$ cat config.mk
export PLATFORM = sky130hd
export DESIGN_NAME = mips_id_ex_ctrl
export DESIGN_NICKNAME = d
export VERILOG_FILES = /design/src/rtl/mips_pkg.sv /design/src/rtl/mips_alu_decode.sv /design/src/rtl/mips_id_ex_ctrl.sv
export SDC_FILE = /design/constraint.sdc
export NUM_CORES = 1
export LEC_CHECK = 0
export BUFFER_PORTS_ARGS = -buffer_cell sky130_fd_sc_hd__buf_2
export CAP_MARGIN = 20
export CORE_MARGIN = 2
export CORE_UTILIZATION = 28
export DETAILED_ROUTE_END_ITERATION = 16
export GPL_TIMING_DRIVEN = 0
export PLACE_DENSITY = 0.59
export SLEW_MARGIN = 15
export SYNTH_ARGS = -nofsm -noshare
export SYNTH_HDL_FRONTEND = slang
export SYNTH_SLANG_ARGS = --single-unit
$ cat constraint.sdc
create_clock -name clk -period 6.62 [get_ports clk]
set_input_delay 1.324 -clock clk [delete_from_list [all_inputs] [get_ports clk]]
set_output_delay 1.324 -clock clk [all_outputs]
set_load 0.01 [all_outputs]
$ cat src/rtl/mips_pkg.sv
// Shared MIPS-I decode constants: opcodes, R-type functs, ALU f-codes and the ID/EX register layout.
// Also used by alu32 and the EX stage, so the f-code values must not move.
package mips_pkg;

    localparam logic [5:0] OP_RTYPE = 6'h00;
    localparam logic [5:0] OP_J     = 6'h02;
    localparam logic [5:0] OP_JAL   = 6'h03;
    localparam logic [5:0] OP_BEQ   = 6'h04;
    localparam logic [5:0] OP_BNE   = 6'h05;
    localparam logic [5:0] OP_ADDI  = 6'h08;
    localparam logic [5:0] OP_ADDIU = 6'h09;
    localparam logic [5:0] OP_SLTI  = 6'h0A;
    localparam logic [5:0] OP_SLTIU = 6'h0B;
    localparam logic [5:0] OP_ANDI  = 6'h0C;
    localparam logic [5:0] OP_ORI   = 6'h0D;
    localparam logic [5:0] OP_XORI  = 6'h0E;
    localparam logic [5:0] OP_LUI   = 6'h0F;
    localparam logic [5:0] OP_LW    = 6'h23;
    localparam logic [5:0] OP_SW    = 6'h2B;

    localparam logic [5:0] FN_SLL  = 6'h00;
    localparam logic [5:0] FN_SRL  = 6'h02;
    localparam logic [5:0] FN_SRA  = 6'h03;
    localparam logic [5:0] FN_SLLV = 6'h04;
    localparam logic [5:0] FN_SRLV = 6'h06;
    localparam logic [5:0] FN_SRAV = 6'h07;
    localparam logic [5:0] FN_JR   = 6'h08;
    localparam logic [5:0] FN_ADD  = 6'h20;
    localparam logic [5:0] FN_ADDU = 6'h21;
    localparam logic [5:0] FN_SUB  = 6'h22;
    localparam logic [5:0] FN_SUBU = 6'h23;
    localparam logic [5:0] FN_AND  = 6'h24;
    localparam logic [5:0] FN_OR   = 6'h25;
    localparam logic [5:0] FN_XOR  = 6'h26;
    localparam logic [5:0] FN_NOR  = 6'h27;
    localparam logic [5:0] FN_SLT  = 6'h2A;
    localparam logic [5:0] FN_SLTU = 6'h2B;

    localparam logic [3:0] ALU_ADD  = 4'h0;
    localparam logic [3:0] ALU_SUB  = 4'h1;
    localparam logic [3:0] ALU_AND  = 4'h2;
    localparam logic [3:0] ALU_OR   = 4'h3;
    localparam logic [3:0] ALU_XOR  = 4'h4;
    localparam logic [3:0] ALU_SLL  = 4'h5;
    localparam logic [3:0] ALU_SRL  = 4'h6;
    localparam logic [3:0] ALU_SRA  = 4'h7;
    localparam logic [3:0] ALU_SLT  = 4'h8;
    localparam logic [3:0] ALU_SLTU = 4'h9;
    localparam logic [3:0] ALU_NOR  = 4'hA;
    localparam logic [3:0] ALU_SLLV = 4'hB;
    localparam logic [3:0] ALU_SRLV = 4'hC;
    localparam logic [3:0] ALU_SRAV = 4'hD;
    localparam logic [3:0] ALU_LUI  = 4'hE;

    typedef struct packed {
        logic        valid;
        logic [3:0]  alu_f;
        logic [4:0]  shamt;
        logic        alu_src_imm;
        logic [31:0] imm;
        logic [4:0]  rs;
        logic [4:0]  rt;
        logic [4:0]  dst_reg;
        logic        reg_write;
        logic        mem_read;
        logic        mem_write;
        logic        branch;
        logic        branch_ne;
        logic        illegal;
    } idex_t;

    function automatic logic [31:0] sext16(input logic [15:0] v);
        return {{16{v[15]}}, v};
    endfunction

    function automatic logic [31:0] zext16(input logic [15:0] v);
        return {16'h0000, v};
    endfunction

endpackage

$ cat src/rtl/mips_alu_decode.sv
// Pure combinational MIPS-I decoder: instruction word -> ALU f-code, operand select, immediate and
// write-back/memory/branch controls. Illegal encodings decode as ADD with no side effects.
module mips_alu_decode
    import mips_pkg::*;
(
    input  logic [31:0] instr,
    output logic [3:0]  alu_f,
    output logic        alu_src_imm,
    output logic [31:0] imm,
    output logic [4:0]  rs,
    output logic [4:0]  rt,
    output logic [4:0]  shamt,
    output logic [4:0]  dst_reg,
    output logic        reg_write,
    output logic        mem_read,
    output logic        mem_write,
    output logic        branch,
    output logic        branch_ne,
    output logic        uses_rt,
    output logic        illegal
);

    logic [5:0]  op;
    logic [5:0]  funct;
    logic [4:0]  rd;
    logic [15:0] imm16;
    logic        writes;

    assign op    = instr[31:26];
    assign rs    = instr[25:21];
    assign rt    = instr[20:16];
    assign rd    = instr[15:11];
    assign shamt = instr[10:6];
    assign funct = instr[5:0];
    assign imm16 = instr[15:0];

    always_comb begin
        alu_f       = ALU_ADD;
        alu_src_imm = 1'b0;
        imm         = '0;
        dst_reg     = '0;
        writes      = 1'b0;
        mem_read    = 1'b0;
        mem_write   = 1'b0;
        branch      = 1'b0;
        branch_ne   = 1'b0;
        uses_rt     = 1'b0;
        illegal     = 1'b0;
        case (op)
            OP_RTYPE: begin
                dst_reg = rd;
                writes  = 1'b1;
                uses_rt = 1'b1;
                case (funct)
                    FN_ADD, FN_ADDU: alu_f = ALU_ADD;
                    FN_SUB, FN_SUBU: alu_f = ALU_SUB;
                    FN_AND:          alu_f = ALU_AND;
                    FN_OR:           alu_f = ALU_OR;
                    FN_XOR:          alu_f = ALU_XOR;
                    FN_NOR:          alu_f = ALU_NOR;
                    FN_SLT:          alu_f = ALU_SLT;
                    FN_SLTU:         alu_f = ALU_SLTU;
                    FN_SLL:          alu_f = ALU_SLL;
                    FN_SRL:          alu_f = ALU_SRL;
                    FN_SRA:          alu_f = ALU_SRA;
                    FN_SLLV:         alu_f = ALU_SLLV;
                    FN_SRLV:         alu_f = ALU_SRLV;
                    FN_SRAV:         alu_f = ALU_SRAV;
                    FN_JR: begin
                        writes  = 1'b0;
                        uses_rt = 1'b0;
                    end
                    default: begin
                        illegal = 1'b1;
                        writes  = 1'b0;
                        uses_rt = 1'b0;
                        dst_reg = '0;
                    end
                endcase
            end
            OP_ADDI, OP_ADDIU, OP_SLTI, OP_SLTIU, OP_LW,
            OP_ANDI, OP_ORI, OP_XORI, OP_LUI: begin
                dst_reg     = rt;
                alu_src_imm = 1'b1;
                writes      = 1'b1;
                imm         = sext16(imm16);
                case (op)
                    OP_SLTI:  alu_f = ALU_SLT;
                    OP_SLTIU: alu_f = ALU_SLTU;
                    OP_LW:    mem_read = 1'b1;
                    OP_ANDI: begin alu_f = ALU_AND; imm = zext16(imm16); end
                    OP_ORI:  begin alu_f = ALU_OR;  imm = zext16(imm16); end
                    OP_XORI: begin alu_f = ALU_XOR; imm = zext16(imm16); end
                    OP_LUI:  begin alu_f = ALU_LUI; imm = zext16(imm16); end
                    default: alu_f = ALU_ADD;
                endcase
            end
            OP_SW: begin
                dst_reg     = rt;
                alu_src_imm = 1'b1;
                imm         = sext16(imm16);
                mem_write   = 1'b1;
                uses_rt     = 1'b1;
            end
            OP_BEQ, OP_BNE: begin
                dst_reg   = rt;
                alu_f     = ALU_SUB;
                imm       = sext16(imm16);
                branch    = 1'b1;
                branch_ne = (op == OP_BNE);
                uses_rt   = 1'b1;
            end
            OP_J, OP_JAL: alu_f = ALU_ADD;
            default: illegal = 1'b1;
        endcase
        // Writes to $0 are architecturally discarded; suppress them here so EX never sees them.
        reg_write = writes & (dst_reg != '0);
    end

endmodule

$ cat src/rtl/mips_id_ex_ctrl.sv
// ID/EX control stage: decodes the IF/ID instruction, detects load-use hazards and holds the
// decoded bundle in the ID/EX register with reset > flush > hold > load > bubble priority.
module mips_id_ex_ctrl
    import mips_pkg::*;
#(
    parameter bit NOP_ON_ILLEGAL = 1'b1
) (
    input  logic        clk,
    input  logic        reset,
    input  logic        id_valid,
    output logic        id_ready,
    input  logic [31:0] id_instr,
    input  logic        flush,
    input  logic        ex_ready,
    output logic        ex_valid,
    output logic [3:0]  ex_alu_f,
    output logic [4:0]  ex_shamt,
    output logic        ex_alu_src_imm,
    output logic [31:0] ex_imm,
    output logic [4:0]  ex_rs,
    output logic [4:0]  ex_rt,
    output logic [4:0]  ex_dst_reg,
    output logic        ex_reg_write,
    output logic        ex_mem_read,
    output logic        ex_mem_write,
    output logic        ex_branch,
    output logic        ex_branch_ne,
    output logic        ex_illegal
);

    idex_t idex_q;
    idex_t idex_d;
    idex_t dec;
    logic  dec_uses_rt;
    logic  load_use;

    mips_alu_decode u_decode (
        .instr       (id_instr),
        .alu_f       (dec.alu_f),
        .alu_src_imm (dec.alu_src_imm),
        .imm         (dec.imm),
        .rs          (dec.rs),
        .rt          (dec.rt),
        .shamt       (dec.shamt),
        .dst_reg     (dec.dst_reg),
        .reg_write   (dec.reg_write),
        .mem_read    (dec.mem_read),
        .mem_write   (dec.mem_write),
        .branch      (dec.branch),
        .branch_ne   (dec.branch_ne),
        .uses_rt     (dec_uses_rt),
        .illegal     (dec.illegal)
    );

    // An illegal instruction becomes a bubble when NOP_ON_ILLEGAL, otherwise it issues as a write-less ADD.
    assign dec.valid = ~(dec.illegal & NOP_ON_ILLEGAL);

    assign load_use = idex_q.valid & idex_q.mem_read & (idex_q.dst_reg != '0) &
                      ((dec.rs == idex_q.dst_reg) | (dec_uses_rt & (dec.rt == idex_q.dst_reg)));

    assign id_ready = (~idex_q.valid | ex_ready) & ~load_use & ~flush;

    always_comb begin
        idex_d = '0;
        if (!flush) begin
            if (idex_q.valid && !ex_ready) begin
                // Hold keeps the bundle but the illegal flag must stay a single-cycle pulse.
                idex_d         = idex_q;
                idex_d.illegal = 1'b0;
            end else if (id_valid && id_ready) begin
                idex_d = dec;
            end
        end
    end

    always_ff @(posedge clk) begin
        if (reset) begin
            idex_q <= '0;
        end else begin
            idex_q <= idex_d;
        end
    end

    assign ex_valid       = idex_q.valid;
    assign ex_alu_f       = idex_q.alu_f;
    assign ex_shamt       = idex_q.shamt;
    assign ex_alu_src_imm = idex_q.alu_src_imm;
    assign ex_imm         = idex_q.imm;
    assign ex_rs          = idex_q.rs;
    assign ex_rt          = idex_q.rt;
    assign ex_dst_reg     = idex_q.dst_reg;
    assign ex_reg_write   = idex_q.reg_write;
    assign ex_mem_read    = idex_q.mem_read;
    assign ex_mem_write   = idex_q.mem_write;
    assign ex_branch      = idex_q.branch;
    assign ex_branch_ne   = idex_q.branch_ne;
    assign ex_illegal     = idex_q.illegal;

endmodule

After elaboration in Yosys (flattened, before gate mapping)
Index checks and enable logic that the tools add are counted.

operators by class
  muxes and demuxes = 19
  bitwise operators = 14
  reductions and logical operators = 19
  eq/ne operators = 32

operators by type and width
  kind                  count
  $eq A6 B6 Y1 const B  12
  $mux W64              1
  $pmux W32 S2          1
  $eq A6 B4 Y1 const B  9
  $pmux W4 S13          1
  $mux W32              1
  $eq A6 B3 Y1 const B  5
  $eq A6 B2 Y1 const B  4
  $pmux W4 S6           1
  $reduce_or A17 Y1     1
  $reduce_or A16 Y1     1
  $reduce_or A14 Y1     1
  $logic_not A6 Y1      2
  $pmux W4 S3           1
  $reduce_or A12 Y1     1
  $eq A5 B5 Y1          2
  $pmux W5 S2           1
  $reduce_bool A5 Y1    2
  $reduce_or A10 Y1     1
  $reduce_or A9 Y1      1
  $mux W1               8
  $reduce_or A4 Y1      2
  $and A1 B1 Y1         7
  $pmux W1 S2           3
  7 further kinds       15

word-level totals
  output and inout bits = 65
  word-level logic and storage cells = 98
  register bits = 64
  bits of input ports = 37

Depth between registers and ports, before layout
  depth after elaboration = 13
  gate-level depth with buffers = 10
  mapped depth without buffers = 6

By module
Synthesis repeated with hierarchy kept, for this count alone.

unflattened totals
  cell total of the unflattened synthesis = 443
  area, all modules = 3659.8 um2

by module, submodules not included
  module           area an instance (um2)  cells each  sequential area each (um2)  instances
  mips_id_ex_ctrl  2738.9                  310         1281.2                      1
  mips_alu_decode  920.9                   133         0.0                         1

Least setup slack after synthesis
Ideal clock, no wire load.

  path kind = input to output
  start point = input port id_instr[30]
  end point = output port id_ready
  arrival = 3.251 ns
  cell stages on the path = 8
  data required time = 5.296 ns
  path buffers = 3
  setup slack = 2.045 ns
  cells stage by stage = buf_6 or4_1 or4_1 buf_2 o32ai_2 a21oi_2 clkbuf_1 nor3b_1

between the ends
  word-level cells in the longest chain between the ends = 9
  elaborated cells between the ends (all ways) = 12
  classes of those cells = 3 x eq/ne; 1 x mux; 6 x bitwise; 2 x reduce/logical

RTL lines
  element                                              RTL line               RTL
  from (decl)                                          mips_id_ex_ctrl.sv:12  input logic [31:0] id_instr,
  $eq A6 B6 Y1 / $eq A6 B3 Y1 (equally long branches)  mips_alu_decode.sv:49  case (op)
  $reduce_or A3 Y1 (no line)                           n/a
  $pmux W1 S2 *                                        mips_alu_decode.sv:49
  $and A1 B1 Y1 *                                      mips_id_ex_ctrl.sv:59  ((dec.rs == idex_q.dst_reg) | (dec_uses_rt & (dec.rt == idex_q.dst_reg)));
  $or A1 B1 Y1 *                                       mips_id_ex_ctrl.sv:59
  $and A1 B1 Y1 *                                      mips_id_ex_ctrl.sv:58  assign load_use = idex_q.valid & idex_q.mem_read & (idex_q.dst_reg != '0) &
  $not A1 Y1 *                                         mips_id_ex_ctrl.sv:61  assign id_ready = (~idex_q.valid | ex_ready) & ~load_use & ~flush;
  $and A1 B1 Y1 * (2 in series)                        mips_id_ex_ctrl.sv:61
  to (decl)                                            mips_id_ex_ctrl.sv:11  output logic id_ready,

Mark *: on every way between the ends. The rest lies on a longest branch, timed or not.

Worst setup path after layout
  start point = input port id_instr[31]
  end point = output port id_ready

The elaborated chain is that of the path after synthesis.

==> impl_results.md <==
* ANT cells at 0
* RSZ-0062 raised after global routing: false
* Routed Antenna Nets at 0
* Synth unique cells at 40
* Area post-placement at 2970 um^2
* Routed WL at 7050 um
* Outcome: complete, no violations
* Final Hold Fails at 0
* Largest stage delay on the critical path at 530 ps
* Cell family with the largest share of critical-path delay: simple AND/OR/NAND/NOR gates
* Tcrit/Tclk final at 0.752
* Die area at 9130 um^2
* Crit-path cells: buf_2 > or4_1 > or4_1 > buf_2 > o32ai_2 > a21oi_2 > clkbuf_1 > nor3b_1 > buf_2
* DRC Markers at 0
* R2R cell count at 7
* CTS sink count at 49
* Post-Synth XOR/XNOR Area at 0.0373
* CP Buf/Inv Count at 4
* CTS hold repair buffers at 0
* Vias in the first global route at 2156
* Max-cap violation count at 0
* First-pass GRT wire length at 10900 um
* Hold Startpoint: ex_imm[8]
* Combinational family with the most area after synthesis: compound AO/OA/AOI/OAI gates
* Tot GR Track Use at 0.153
* Worst setup SP type: primary input
* IO Pins at 102
* Row cnt at 33
* Flop2flop setup slack at 4400 ps
* Crit Path Class: primary input to output pin
* Worst EP required at 5300 ps
* IO Port Bufs at 98
* Die X at 95.6 um
* Die Y at 95.6 um
* Initial Util at 0.287
* Largest net degree at the start of global routing at 18
* Fin area at 3060 um^2
* Leak at 1.42 nW
* Post-synthesis sequential area ratio at 0.418
* Clk slew on worst S/H paths at 90 ps
* Slew headroom at 0.457
* Vias per cell at 5.00
* Vias post-DR at 2335
* Post-synthesis mux area share at 0
* Async SR Flop Fraction at 0
* Initial DRC count at 201
* Synth-to-layout area growth at 30.2%
* Reg2reg start: ex_dst_reg[4]
* Global route total overflow at 0
* Mapped Nets at 294
* Power per cell area at 179 nW/um^2
* Post-synth EDFFs at 0
* Post-CTS sizing at 0
* Worst Hold Path EP: ex_imm[8]
* Ys flop type: dfxtp_1
* Adder-Cell Fraction of Synth Area at 0
* Routed WL per cell at 15.1 um
* Post-CTS Setup Inserts at 0
* Seq cells post-synth at 49
* Clk_lat worst skew at 310 ps
* R2R Path End: ex_alu_src_imm
* YS warnings at 0
* Final Max Tran Viols at 0
* Critical path fanouts, max at 10
* Worst path arrival time at 3660 ps
* Synth Area in Simple Gates at 0.184
* Share of cells above drive strength 1 at 0.356
* Synth Area in Compound Gates at 0.261
* Maximum VDD drop at 0.0000730 V
* CTS tree: built
* GPL Wtd Cong at 0.863
* Post-synthesis cell area at 2350 um^2
* Hold Crit Depth at 2
* Final net count at 399
* Final core occ at 0.374
* Final Skew at 14.0 ps
* Final Critical Period at 4980 ps
* Mapped Avg Cell Area at 9.13 um^2
* Hold WC Path Type: flop to flop
* DRT Pass-1 Iters at 4
* CP max stage cell: or4_1
* Core area at 8180 um^2
* CTS max path bufs at 2
* CP endpoint kind: output pin
* Total CTS buffers at 5
* Final Setup Violations at 0
* Setup_tns at 0 ps
* Mapped Cells at 257
* Fmax at 0.201 GHz
* DP Wirelength at 5380 um
* Slew at the pin with the worst max-slew slack at 809 ps
* Most used cell, CP: buf_2
* Clk root buf: clkbuf_8
* Max reg flops at 17
* Initial antenna violation count at 0
* H-tree lvl count at 2
## cells by family after synthesis
group / after synthesis
compound gates: 80
xor+xnor: 10
flops: 49
simple gates: 79
buf+inv: 39
## report_power, final
| part | switching (W) | internal [W] | leakage (nW) | total [W] |
|---|---|---|---|---|
| clock network | 0.000102 | 0.0000735 | 0.0412 | 0.000176 |
| registers | 0.00000254 | 0.000299 | 0.396 | 0.000301 |
| logic | 0.0000400 | 0.0000286 | 0.982 | 0.0000686 |
## stage by stage
| stage | worst slack (ps) | total power [W] | instances | hold slack, ps |
|---|---|---|---|---|
| finish | 1640 | 0.000545 | 467 | 438 |
| global route | 1520 | 0.000569 | 467 | 458 |
| CTS | 1640 | 0.000551 | 467 | 442 |
| detailed placement | 1650 | 0.000376 | 460 | 429 |
| global placement | 1620 | 0.000375 | 460 | 423 |
| floorplan | 2040 | 0.000345 | 257 | 462 |
## worst max path at each step
stage | depth (start not counted) | endpoint | from
4_1_cts | 9 | id_ready | id_instr[31]
3_5_place_dp | 9 | id_ready | id_instr[31]
5_1_grt | 9 | id_ready | id_instr[31]
3_3_place_gp | 9 | id_ready | id_instr[31]
6_report | 9 | id_ready | id_instr[31]
2_1_floorplan | 8 | id_ready | id_instr[30]
## area by class of cell
type                            count  area [um^2]
Inverter                            7         26.3
Timing Repair Buffer               98          490
Multi-Input combinational cell    169         1140
Clock buffer                        6         72.6
Clock inverter                      1         8.76
Tap cell                          105          131
Fill cell                         879         5120
Buffer                             32          208
Sequential cell                    49          981
## synthesized netlist by cell type (7+ instances only)
cell	number	area share
clkbuf_1	12	0.019
a32o_1	17	0.072
dfxtp_1	49	0.42
nor2_1	9	0.014
a22oi_1	8	0.026
o21ai_0	16	0.034
a22o_1	14	0.052
inv_1	7	0.011
buf_4	15	0.048
a21oi_1	9	0.019
nand4_1	7	0.019
nand2_1	24	0.038
## cell usage in the layout (no fill, tap or decap), types with 5 or more instances in the layout
master,n
nand3_1,6
nor2_1,9
nand4_1,7
or4_1,5
a22oi_1,8
clkbuf_8,5
buf_4,15
dfxtp_1,49
a21oi_1,9
clkbuf_1,13
nand2_1,24
xnor2_1,6
a32o_1,17
inv_1,7
o21ai_0,16
buf_2,99
a22o_1,14
## tightest hold or removal path: stages (launching register included)
cell     delay [ps]
dfxtp_1         320
nand2_1          50
nand2_1          40
## routing by layer
layer | global-route usage | up-vias | wire [um]
met4 | 0.0393 | 0 | 77
met2 | 0.258 | 67 | 3410
li1 | - | 1159 | -
met3 | 0.0348 | 10 | 387
met5 | 0 | - | 0
met1 | 0.198 | 1099 | 3180
(Power assumes the default switching activity.)
